## config.mk

```make
export PLATFORM = sky130hd
export DESIGN_NAME = serial_addsub_seq
export DESIGN_NICKNAME = d
export VERILOG_FILES = /design/src/rtl/serial_addsub_seq.sv
export SDC_FILE = /design/constraint.sdc
export NUM_CORES = 1
export LEC_CHECK = 0
export ABC_AREA = 1
export CAP_MARGIN = 15
export CELL_PAD_IN_SITES_DETAIL_PLACEMENT = 1
export CELL_PAD_IN_SITES_GLOBAL_PLACEMENT = 2
export CORE_UTILIZATION = 30
export DETAILED_ROUTE_END_ITERATION = 6
export PLACE_DENSITY_LB_ADDON = 0.1
export SKIP_LAST_GASP = 1
export SLEW_MARGIN = 25
export SYNTH_ARGS = -nofsm -noshare
export SYNTH_HDL_FRONTEND = slang
export SYNTH_SLANG_ARGS = --single-unit
```

## constraint.sdc

```tcl
create_clock -name clk -period 2.9 [get_ports clk]
set_input_delay 0.725 -clock clk [delete_from_list [all_inputs] [get_ports clk]]
set_output_delay 0.725 -clock clk [all_outputs]
set_load 0.03 [all_outputs]
```

## src/rtl/serial_addsub_seq.sv

```systemverilog
// Bit-serial add (optionally subtract) unit: one NAND-built full adder walks the operands LSB-first.
// Optional feature macro: SERIAL_SUB_EN adds the sub port for two's-complement A-B.
module serial_addsub_seq #(
    parameter int WIDTH = 8
) (
    input  logic             clk,
    input  logic             rst,
    input  logic             start,
    input  logic [WIDTH-1:0] a,
    input  logic [WIDTH-1:0] b,
`ifdef SERIAL_SUB_EN
    input  logic             sub,
`endif
    output logic             ready,
    output logic             busy,
    output logic             done,
    output logic [WIDTH-1:0] sum,
    output logic             cout
);

    localparam int CNT_W = $clog2(WIDTH);
    localparam logic [CNT_W-1:0] LAST_BIT = CNT_W'(WIDTH - 1);

    // Handshake: start is taken only on an edge where ready=1 (IDLE); done is a
    // one-cycle pulse during which sum/cout are valid, and they hold until the next accept.
    typedef enum logic [1:0] {
        IDLE  = 2'd0,
        SHIFT = 2'd1,
        DONE  = 2'd2
    } state_t;

    state_t           state;
    state_t           state_next;
    logic [WIDTH-1:0] a_sh;
    logic [WIDTH-1:0] b_sh;
    logic [CNT_W-1:0] cnt;
    logic             cy_q;
    logic             sub_op;
    logic             accept;

`ifdef SERIAL_SUB_EN
    assign sub_op = sub;
`else
    assign sub_op = 1'b0;
`endif

    assign accept = (state == IDLE) && start;

    function automatic logic nand2(input logic x, input logic y);
        return ~(x & y);
    endfunction

    // Full adder: two NAND half adders; each half adder's first NAND is its
    // inverted carry, so the carry OR collapses to a single NAND of those.
    logic ha1_n, ha1_p, ha2_n, fa_s, fa_c;

    assign ha1_n = nand2(a_sh[0], b_sh[0]);
    assign ha1_p = nand2(nand2(a_sh[0], ha1_n), nand2(b_sh[0], ha1_n));
    assign ha2_n = nand2(ha1_p, cy_q);
    assign fa_s  = nand2(nand2(ha1_p, ha2_n), nand2(cy_q, ha2_n));
    assign fa_c  = nand2(ha1_n, ha2_n);

    always_ff @(posedge clk) begin
        if (rst) begin
            state <= IDLE;
        end else begin
            state <= state_next;
        end
    end

    always_comb begin
        state_next = state;
        case (state)
            IDLE:    if (start) state_next = SHIFT;
            SHIFT:   if (cnt == LAST_BIT) state_next = DONE;
            DONE:    state_next = IDLE;
            default: state_next = IDLE;
        endcase
    end

    assign ready = (state == IDLE);
    assign busy  = (state == SHIFT);
    assign done  = (state == DONE);

    always_ff @(posedge clk) begin
        if (rst) begin
            a_sh <= '0;
            b_sh <= '0;
            cnt  <= '0;
            cy_q <= 1'b0;
            sum  <= '0;
            cout <= 1'b0;
        end else if (accept) begin
            a_sh <= a;
            b_sh <= sub_op ? ~b : b;
            cnt  <= '0;
            cy_q <= sub_op;
        end else if (state == SHIFT) begin
            sum  <= {fa_s, sum[WIDTH-1:1]};
            a_sh <= {1'b0, a_sh[WIDTH-1:1]};
            b_sh <= {1'b0, b_sh[WIDTH-1:1]};
            cy_q <= fa_c;
            cnt  <= cnt + 1'b1;
            if (cnt == LAST_BIT) begin
                cout <= fa_c;
            end
        end
    end

endmodule

```

==> flow_metrics.py <==
metrics = {
    "die": {
        "die_width_um": 72.4,
        "io_pins": 31,
        "num_rows": 25,
        "core_area_mm2": 0.00475,
        "die_h_um": 72.4,
        "die_area_mm2": 0.00524,
        "start_util_pct": 31.3,
    },
    "clocking": {
        "cts_tree": "done",
        "cts_buffer_depth": 2,
        "cts-resized-gates": 0,
        "htree_levels": 2,
        "clock_latency_ps": 280,
        "root_buffer": "clkbuf_8",
        "cts-buffers-inserted": 5,
        "cts_sinks": 31,
        "ctsHoldBuffers": 0,
        "cts_setup_buffers": 0,
        "clk_pin_slew_ps": 60,
    },
    "setup_path": {
        "reg2regPathDepth": 7,
        "cp_max_fo": 14,
        "slowest_stage": "clkdlybuf4s50_1",
        "startpoint_type": "flip-flop",
        "crit_start": "state[1]",
        "critPathMaxStageDelay_ps": 680,
        "worst_r2r_startpoint": "state[0]",
        "crit_end": "done",
        "path_buf_inv": 2,
        "cp.depth": 3,
        "reg2reg_slack_ps": 1410,
        "worstPathCellList": "inv_2 > nor2_1 > clkdlybuf4s50_1",
        "critPathKind": "flip-flop to output port",
        "r2r_end": "b_sh[7]",
        "crit_required_ps": 2170,
        "worstPathArrival_ps": 1720,
        "cp_top_family": "buffers and inverters",
        "cp-end-kind": "output port",
    },
    "yosys": {
        "yosysSeqAreaShare_pct": 41.7,
        "synth_top_area_share_pct": 41.7,
        "yosys_most_used_dff": "dfxtp_1",
        "netlist_area_mm2": 0.00149,
        "yosys.area.top_type": "dfxtp_1",
        "synth_cells": 204,
        "synth.most_common_cell": "nand2_1",
        "synth_cell_types": 21,
        "ys_seq_elements": 31,
        "synth.area.top_cells": "dfxtp_1 (42%), nand2_1 (14%), nand3_1 (8.7%)",
        "ys_warn_count": 0,
        "synth_edf_count": 0,
        "synthArstFlopShare_pct": 0,
        "avgSynthCellArea_um2": 7.29,
        "synth.cells.most_frequent": "nand2_1 (56), dfxtp_1 (31), nand3_1 (26), nor2_1 (26), inv_1 (17)",
        "synth.net_count": 226,
    },
    "finish": {
        "fillCellCount": 611,
        "finalNetCount": 255,
        "diodes": 0,
        "drive_gt1_share_pct": 12.4,
        "area_growth_syn_to_layout_pct": 28.3,
    },
    "grt": {
        "antenna_found_initial": 0,
        "grt_use_total_pct": 15.7,
        "grt_pass1_vias": 1360,
        "grt_pass1_wl_um": 6330,
        "gr-total-overflow": 0,
        "grt_max_degree": 18,
    },
    "timing": {
        "worst_pin_slew_ps": 454,
        "timing.final.crit_share_pct": 84.5,
        "hold_viol_final": 0,
        "fin_setup_tns_ps": 0,
        "hold_slack_ps": 469,
        "slew_headroom_pct": 69.6,
        "rsz0062_at_grt": "no",
        "fin_skew_ps": 5.97,
        "fmax_mhz": 408,
        "setup_viol": 0,
        "period_needed_ps": 2450,
        "slew_viol_final": 0,
    },
    "drt": {
        "post-route-drc-count": 0,
        "dr.pass1.iters": 6,
        "drtAntennaViolNets": 0,
        "routedWlPerCell_um": 12.6,
        "via_count": 1373,
        "drt-initial-drc-count": 69,
        "vias_per_cell": 4.58,
        "routed_wl_um": 3770,
    },
    "placed_design": {
        "gp_congestion": 0.706,
        "dp_hpwl_um": 2710,
        "port_buffers": 30,
    },
    "power_and_ir_drop": {
        "powerDensity_mw_per_mm2": 532,
        "p_leak_nw": 0.837,
        "ir_drop_v": 0.000155,
    },
    "min_path": {
        "holdCritPathClass": "flip-flop to flip-flop",
    },
    "run": {
        "drv_cap": 0,
    },
    "run_status": {
        "status": "completed",
    },
}
[registers in the layout, summed over array words and instances (netlist names)]
| name | count |
|---|---|
| b_sh | 8 |
| cnt | 3 |
| cout | 1 |
| a_sh | 8 |
| state | 2 |
| cy_q | 1 |
| sum | 8 |
[worst reg2reg max path: stages, from the launching register on]
cell     delay, ps
dfxtp_1        320
buf_4          200
nor2_4         130
buf_4          220
nand2_2        210
inv_1          160
nand2_1         80
a21oi_2        110
[cell usage in the layout, fill, tap and decap left out]
master and n:
inv_1 17, a21oi_1 5, buf_4 5, inv_2 1, nand3_1 26, clkdlybuf4s50_1 30, xor2_1 1, nor2_4 2
clkbuf_8 6, o21ai_0 8, clkinv_2 1, ha_1 2, nand2_1 56, o21a_1 1, a21oi_2 11, o21ai_4 1
nand2_2 2, dfxtp_1 31, fa_1 1, nor2_1 26
[report_power, final]
part           switching [mW]  internal (mW)  total [mW]
logic                   0.116         0.0839       0.200
clock network           0.156          0.186       0.342
registers              0.0173          0.455       0.473
[routing by layer]
layer	global-route usage [%]	vias up	wire length (um)
li1	-	697	-
met1	18.0	647	1740
met2	29.0	24	1860
met3	3.75	5	128
met4	3.92	0	40
met5	0	-	0
[cells by family (layout without fill, tap and decap cells)]
| family | after synthesis | after routing | share of synthesized area [%] |
|---|---|---|---|
| AOI/OAI and AO/OA | 26 | 26 | 12.4 |
| xor gates and xnor gates | 1 | 1 | 0.589 |
| adders and majority gates | 3 | 3 | 3.03 |
| buffers and inverters | 31 | 60 | 10.4 |
| DFF | 31 | 31 | 41.7 |
| and+or+nand+nor | 112 | 112 | 31.8 |
[metrics by stage]
step           std cells  power [mW]  instance area, um2  util [%]  setup WS, ps
2_1_floorplan        204       0.613                1490         -          1060
3_3_place_gp         293       0.679                1820      38.3           764
3_5_place_dp         293       0.684                1820      38.3           749
4_1_cts              300        1.03                1910      40.2           434
5_1_grt              300        1.07                1910      40.2           377
6_report             300        1.01                1910      40.2           450
[final cells by class]
| class | count | area (um2) | share of cell area, % |
|---|---|---|---|
| multi-input cells | 142 | 712 | 37.3 |
| well taps | 67 | 83.8 | 4.39 |
| clock buffers | 6 | 82.6 | 4.33 |
| clock inverters | 1 | 5.00 | 0.262 |
| inverters | 18 | 67.6 | 3.54 |
| repair buffers | 35 | 338 | 17.7 |
| flip-flops and latches | 31 | 621 | 32.5 |
[worst min-delay path by stage]
stage,from,end,slack [ps],cells after the start
floorplan,a_sh[1],a_sh[1],440,2
global placement,a_sh[1],a_sh[1],450,2
detailed placement,a_sh[1],a_sh[1],460,2
CTS,a_sh[1],a_sh[1],470,2
global route,b_sh[4],b_sh[4],500,2
finish,a_sh[1],a_sh[1],470,2
Power figures use the tool's default switching activity.
